## config.mk

```make
export PLATFORM = sky130hd
export DESIGN_NAME = note_player_ctrl
export DESIGN_NICKNAME = d
export VERILOG_FILES = /design/src/rtl/note_player_ctrl.sv
export SDC_FILE = /design/constraint.sdc
export NUM_CORES = 1
export LEC_CHECK = 0
export ABC_CLOCK_PERIOD_IN_PS = 1500
export BUFFER_PORTS_ARGS = -buffer_cell sky130_fd_sc_hd__buf_2
export CAP_MARGIN = 10
export CORE_ASPECT_RATIO = 0.9
export CORE_MARGIN = 3
export CORE_UTILIZATION = 41
export CTS_BUF_LIST = sky130_fd_sc_hd__clkbuf_8 sky130_fd_sc_hd__clkbuf_16
export DETAILED_ROUTE_END_ITERATION = 7
export PLACE_DENSITY = 0.74
export SYNTH_ARGS = -nofsm -noshare
export SYNTH_HDL_FRONTEND = slang
export SYNTH_SLANG_ARGS = --single-unit
```

## constraint.sdc

```tcl
create_clock -name clk -period 1.5 [get_ports clk]
set_input_delay 0.225 -clock clk [delete_from_list [all_inputs] [get_ports clk]]
set_output_delay 0.225 -clock clk [all_outputs]
set_load 0.02 [all_outputs]
```

## src/rtl/note_player_ctrl.sv

```systemverilog
// note_player_ctrl: sequences one sine_reader for a single note.
//   Accepts a note/duration command, fetches the note's step size from the
//   external frequency ROM, paces the sine_reader with one generate_next per
//   codec sample strobe, forwards returned samples and counts beats until the
//   note duration expires.
// Ports:
//   clk, reset          system clock, synchronous active-high reset
//   play_enable         1 = play, 0 = pause
//   load_new_note       command strobe; note/duration sampled with it
//   beat                one-cycle beat strobe
//   new_sample_ready    one-cycle codec sample strobe
//   rom_addr / rom_step frequency ROM address / data (data 1 cycle later)
//   step_size           step size handed to sine_reader
//   generate_next       request pulse to sine_reader
//   sample_ready/sample sample returned by sine_reader
//   sample_out(_valid)  registered sample and its one-cycle valid pulse
//   done_with_note      one-cycle pulse when the duration expires
//   busy                high whenever a note is in progress
//   overrun             one-cycle pulse when a sample strobe is dropped
module note_player_ctrl #(
  parameter int unsigned NOTE_W   = 6,
  parameter int unsigned DUR_W    = 6,
  parameter int unsigned STEP_W   = 20,
  parameter int unsigned SAMPLE_W = 16
) (
  input  logic                clk,
  input  logic                reset,
  input  logic                play_enable,
  input  logic                load_new_note,
  input  logic [NOTE_W-1:0]   note,
  input  logic [DUR_W-1:0]    duration,
  input  logic                beat,
  input  logic                new_sample_ready,
  output logic [NOTE_W-1:0]   rom_addr,
  input  logic [STEP_W-1:0]   rom_step,
  output logic [STEP_W-1:0]   step_size,
  output logic                generate_next,
  input  logic                sample_ready,
  input  logic [SAMPLE_W-1:0] sample,
  output logic [SAMPLE_W-1:0] sample_out,
  output logic                sample_out_valid,
  output logic                done_with_note,
  output logic                busy,
  output logic                overrun
);

  typedef enum logic [1:0] {IDLE, FETCH, LOAD, PLAY} state_e;

  state_e              state_q, state_d;
  logic [DUR_W-1:0]    rem_q, rem_d;
  logic                outstanding_q, outstanding_d;
  logic                rest_q, rest_d;
  logic [NOTE_W-1:0]   rom_addr_q, rom_addr_d;
  logic [STEP_W-1:0]   step_q, step_d;
  logic [SAMPLE_W-1:0] sample_q, sample_d;
  logic                gen_q, gen_d;
  logic                valid_q, valid_d;
  logic                done_q, done_d;
  logic                ovr_q, ovr_d;

  logic                beat_en;
  logic                finishing;
  logic                strobe_en;

  // State register
  always_ff @(posedge clk) begin
    if (reset) state_q <= IDLE;
    else       state_q <= state_d;
  end

  // Next-state logic
  always_comb begin
    state_d = state_q;
    unique case (state_q)
      IDLE:    if (load_new_note && (duration != '0))
                 state_d = (note == '0) ? PLAY : FETCH;
      FETCH:   state_d = LOAD;
      LOAD:    state_d = PLAY;
      PLAY:    if (finishing) state_d = IDLE;
      default: state_d = IDLE;
    endcase
  end

  // Output / datapath logic
  always_comb begin
    beat_en   = (state_q == PLAY) && play_enable && beat;
    finishing = beat_en && (rem_q == DUR_W'(1));
    // The final beat wins over a coincident strobe: no request, no overrun.
    strobe_en = (state_q == PLAY) && play_enable && new_sample_ready && !finishing;

    rem_d         = rem_q;
    rest_d        = rest_q;
    rom_addr_d    = rom_addr_q;
    step_d        = step_q;
    sample_d      = sample_q;
    outstanding_d = outstanding_q;

    gen_d   = strobe_en && !outstanding_q;
    ovr_d   = strobe_en && outstanding_q;
    valid_d = sample_ready && outstanding_q;
    done_d  = finishing;

    // Returned samples are accepted in any state so an in-flight request
    // still completes after pause or after the note ends.
    if (valid_d) begin
      sample_d      = rest_q ? '0 : sample;
      outstanding_d = 1'b0;
    end
    if (gen_d) outstanding_d = 1'b1;

    if ((state_q == IDLE) && load_new_note) begin
      rem_d = duration;
      if (duration == '0) begin
        done_d = 1'b1;
      end else if (note == '0) begin
        rest_d = 1'b1;
        step_d = '0;
      end else begin
        rest_d     = 1'b0;
        rom_addr_d = note;
      end
    end

    if (state_q == LOAD) step_d = rom_step;

    if (beat_en && (rem_q != '0)) rem_d = finishing ? '0 : rem_q - DUR_W'(1);

    busy             = (state_q != IDLE);
    rom_addr         = rom_addr_q;
    step_size        = step_q;
    generate_next    = gen_q;
    sample_out       = sample_q;
    sample_out_valid = valid_q;
    done_with_note   = done_q;
    overrun          = ovr_q;
  end

  // Datapath registers
  always_ff @(posedge clk) begin
    if (reset) begin
      rem_q         <= '0;
      outstanding_q <= 1'b0;
      rest_q        <= 1'b0;
      rom_addr_q    <= '0;
      step_q        <= '0;
      sample_q      <= '0;
      gen_q         <= 1'b0;
      valid_q       <= 1'b0;
      done_q        <= 1'b0;
      ovr_q         <= 1'b0;
    end else begin
      rem_q         <= rem_d;
      outstanding_q <= outstanding_d;
      rest_q        <= rest_d;
      rom_addr_q    <= rom_addr_d;
      step_q        <= step_d;
      sample_q      <= sample_d;
      gen_q         <= gen_d;
      valid_q       <= valid_d;
      done_q        <= done_d;
      ovr_q         <= ovr_d;
    end
  end

endmodule

```

### Yosys cells after proc, flatten, opt, wreduce, memory -nomap -nowiden

Index checks and enable logic that the tools add are counted.

* flip-flop bits (word level): 56
* input bits: 55
* word-level logic and storage cells: 65

* $add $sub $neg: 1
* equality and inequality tests: 7
* multiplexer cells: 17
* bitwise gates (word level): 2
* reductions and logical operators: 27

Operators with widths (count)
* 2-to-1 mux 20 bit: 4
* 2-to-1 mux 6 bit: 3
* 2-to-1 mux 16 bit: 1
* logical NOT 6 bit: 2
* nonzero test 6 bit: 2
* logical AND 1 bit: 11
* nonzero test 2 bit: 5
* one-hot mux 2 bit (4 select lines): 1
* == test 6 x 1 -> 1 bit (second input constant): 1
* 2-to-1 mux 2 bit: 3
* AND reduction 3 bit: 2
* subtractor 6 x 1 -> 6 bit (second input constant): 1
* 2-to-1 mux 1 bit: 5
* == test 2 bit (second input constant): 2
* != test 2 bit (second input constant): 2
* AND reduction 2 bit: 2
* == test 2 x 1 -> 1 bit (second input constant): 1
* logical NOT 1 bit: 2
* logical NOT 2 bit: 1
* != test 2 x 1 -> 1 bit (second input constant): 1
* inverter 1 bit: 2

### Depth between registers and ports, before layout

* depth after elaboration: 8
* depth in mapped cells: 7

### Least setup slack after synthesis

OpenSTA, ideal clock, no wires.

* path type: reg2reg
* start point: register state_q[0]
* end point: register step_q[0], in the netlist step_size[0]
* setup time: 0.117 ns
* arrival: 1.506 ns
* data required time: 1.383 ns
* path slack: -0.122 ns
* cell stages (with the launch flop): 8
* path buffers: 1
* path through: dfxtp_1 -> inv_1 -> ha_1 -> nand2_1 -> a21oi_2 -> a211oi_2 -> buf_6 -> a22o_1

* cells in the longest elaborated chain, start to end: 4

RTL lines
* start, declared: RTL line 49 `state_e state_q, state_d;`
* start signal, assigned: RTL line 68 `else state_q <= state_d;`
* logical NOT 2 bit: RTL line 111 `if ((state_q == IDLE) && load_new_note) begin`
* logical AND 1 bit: RTL line 111
* nonzero test 2 bit (no line)
* AND reduction 3 bit (no line)
* end signal, assigned: RTL line 156 `step_q <= step_d;`
* end, declared: RTL line 54 `logic [STEP_W-1:0] step_q, step_d;`

Several ways; a longest one is shown, not always the timed one.
A chain may end at the register's enable or synchronous reset.

### Worst setup path after layout

* start point: register state_q[1]
* end point: register step_q[14], in the netlist step_size[14]

Same word-level chain as after synthesis.

==> run_results.csv <==
group,metric,value,unit
timing,hold_viol,0,
layout,fin_nets,391,
layout,area_growth,45.7,%
timing,maxSlewViolCount,0,
die,die_area,6280,µm²
power_and_ir_drop,p_total,4.85,mW
detailed_routing,wire_per_inst,14.5,µm
yosys,synth_cell_types,39,
global_routing,gr-usage-all-layers,0.164,
die,die_h,75.5,µm
setup_path,r2r_start,"state_q[1]",
die,ios,102,
power_and_ir_drop,clockPowerShare,0.193,
clock_tree,ctsLongestPathBuffers,2,
layout,layout-drive-gt1-share,0.508,
yosys,synth_edf_count,0,
setup_path,cp_slowest_stage_delay,340,ps
global_routing,gr-total-overflow,0,
clock_tree,root_buffer,"clkbuf_8",
timing,worstMarginPinSlew,703,ps
placed_design,dp_cells,385,
power_and_ir_drop,switchingPower,1.66,mW
job,max-cap-violations,0,
global_routing,grt_use_met1,0.222,
timing,max-slew-margin-rel,0.531,
die,rows,24,
power_and_ir_drop,seqPwrFrac,0.389,
yosys,avgSynthCellArea,10.5,µm²
setup_path,worstPathRequired,1700,ps
die,die_x,83.2,µm
power_and_ir_drop,switching_share,0.343,
detailed_routing,dr.pass1.iters,4,
timing,final.setup_skew,6.18,ps
clock_tree,clk_pin_slew_worst_paths,90,ps
timing,min_period_over_period,0.995,
setup_path,rr_endpoint,"step_size[14]",
detailed_routing,drtIter0Drc,78,
clock_tree,cts.sinks,56,
layout,final_util,0.639,
timing,rsz0062_at_grt,"yes",
power_and_ir_drop,p_leak,1.52,nW
power_and_ir_drop,vdd_drop_max,0.674,mV
timing,fin_setup_tns,0,ps
setup_path,crit_path_end_kind,"flip-flop",
yosys,synthCells,209,
layout,fillers,416,
clock_tree,cts_tree,"yes",
clock_tree,clkLatencyLatePin,300,ps
clock_tree,numCtsBuffers,5,
detailed_routing,viasPerCell,5.19,
detailed_routing,antenna_left,0,
setup_path,ff2ff_path_depth,8,
setup_path,worst-path-buf-inv,3,
layout,finalNonFillerCells,394,
yosys,netlist_area,2200,µm²
global_routing,met2_usage,0.255,
worst_hold_path,hold_end,"sample_out[1]",
setup_path,slowest_stage,"dfxtp_2",
timing,finalCriticalPeriod,1490,ps
placed_design,hpwl,4.21,mm
yosys,synthFlopType,"dfxtp_1",
global_routing,antenna_found_initial,0,
setup_path,r2r_setup_slack,8,ps
placed_design,gp_congestion,0.863,
worst_hold_path,holdPathStages,2,
timing,hold_ws,130,ps
power_and_ir_drop,p_per_area,1510,nW/µm²
status,status,"finished, final reports clean",
timing,fmax,670,MHz
setup_path,critPathArrivalTime,1690,ps
yosys,async_reset_ff_frac,0,
yosys,ys_ff_latch,56,
layout,antenna_cells,0,
setup_path,crit_fanout,10,
detailed_routing,drc,0,
clock_tree,htree_levels,2,
yosys,ys_seq_area_frac,0.509,
placed_design,port_buffers,101,
clock_tree,ctsHoldBuffers,0,
detailed_routing,vias,2045,
timing,setup_violations,0,
detailed_routing,routed_wl,5.71,mm
global_routing,grt_max_degree,24,
global_routing,met3_usage,0.0465,
global_routing,grt_pass1_vias,1860,
global_routing,busiest_layer,"met2",
yosys,synth.net_count,270,
power_and_ir_drop,p_int,3.18,mW
power_and_ir_drop,combPwrFrac,0.418,
setup_path,worstSetupPathType,"reg -> reg",
global_routing,grt_pass1_wl,8.50,mm
setup_path,cpLargestDelayFamily,"compound AO/OA/AOI/OAI gates",
die,core-area,5010,µm²
worst_hold_path,worstHoldStart,"sample[1]",
yosys,yosys_warnings,0,
setup_path,startpoint_type,"flip-flop",
setup_path,crit_chain,"inv_2 > ha_4 > nand2_4 > a21oi_4 > a211oi_4 > buf_6 > clkbuf_16 > a22o_1",
die,start_util,0.439,
worst_hold_path,hold_class,"in -> reg",
-- kinds of logic after synthesis --
| logic type | Yosys count | share of synthesized area |
|---|---|---|
| DFF | 56 | 0.509 |
| xor gates and xnor gates | 3 | 0.0119 |
| and+or+nand+nor | 48 | 0.130 |
| buffers and inverters | 19 | 0.0392 |
| adders and majority gates | 6 | 0.0341 |
| AOI/OAI and AO/OA | 73 | 0.256 |
| muxes | 4 | 0.0193 |
-- per-stage QoR --
stage                     worst slack, ps  cell area (µm²)
after floorplan                     -79.4             2210
after CTS                            1.02             3060
after global routing                -45.2             3210
after global placement               -158             2930
after detailed placement             -204             2930
final                                7.87             3210
-- layout by cell type, fill, tap and decap left out, types with 3 or more instances in the layout --
cell type / count
nand3_1: 8
ha_1: 3
a22o_1: 36
o31ai_1: 4
inv_1: 3
nand2_1: 8
a211oi_2: 3
dfxtp_1: 52
inv_2: 3
dfxtp_2: 4
o21ai_0: 5
buf_2: 100
nor3_1: 4
clkbuf_8: 5
nor2_1: 7
buf_6: 3
buf_4: 20
a21oi_1: 11
-- worst reg2reg max path, delay by kind of cell (launching register included) --
| kind | cells | cell delay (ps) |
|---|---|---|
| compound gates | 3 | 460 |
| fa+ha+maj | 1 | 160 |
| buf+inv | 3 | 370 |
| flops | 1 | 340 |
| simple gates | 1 | 60 |
-- worst max-delay path by stage --
stage                           endpoint  slack (ps)        from  cells after the start
after detailed placement  sample_out[11]        -200       reset                      4
after global routing       step_size[14]         -50  state_q[1]                      8
final                      step_size[14]           8  state_q[1]                      8
after global placement    sample_out[10]        -160       reset                      4
after CTS                    rom_addr[3]           1  state_q[0]                      6
after floorplan             step_size[0]         -80     note[0]                      5
-- power by group through the flow --
stage / clock network [mW] / registers, mW / logic (mW)
final: 0.935 / 1.89 / 2.02
after global placement: 0 / 1.90 / 1.67
after floorplan: 0 / 2.08 / 0.857
after CTS: 0.953 / 1.88 / 1.77
after global routing: 0.990 / 1.92 / 2.21
after detailed placement: 0 / 1.90 / 1.70
-- cell usage after synthesis (5+ instances only) --
cell type  instances  share of area
ha_1               6          0.034
nor2_1             7          0.012
a211oi_1           5          0.017
dfxtp_1           56           0.51
o21ai_0            5          0.011
nand2_1            9          0.015
a21oi_1           13          0.030
nor3_1             6          0.014
inv_1              6          0.010
nand3_1            8          0.018
clkbuf_1          10          0.017
a22o_1            36           0.14
-- registers in the layout (all words and copies together), names as in the netlist, 2 cells and up --
signal,count
sample_out,16
step_size,20
state_q,2
rem_q,6
rom_addr,6
-- final cells by class --
class | instances | area, µm² | area share
repair buffers | 127 | 774 | 0.242
flip-flops and latches | 56 | 1130 | 0.351
clock buffers | 5 | 68.8 | 0.0215
well taps | 65 | 81.3 | 0.0254
multi-input cells | 134 | 1100 | 0.344
clock inverters | 1 | 30.0 | 0.00936
inverters | 6 | 22.5 | 0.00702
-- metal layers --
layer / wire, µm / vias up
li1: - / 1024
met1: 2650 / 937
met2: 2610 / 78
met3: 388 / 6
met4: 64 / 0
met5: 0 / -
-- what timing repair did --
| action | CTS | global route |
|---|---|---|
| setup buffers | 0 | 1 |
| cloned | 0 | 2 |
| pin swaps | 0 | 11 |
| resized for setup | 11 | 21 |
| setup endpoints to repair | 42 | 31 |
(Power assumes the default switching activity.)
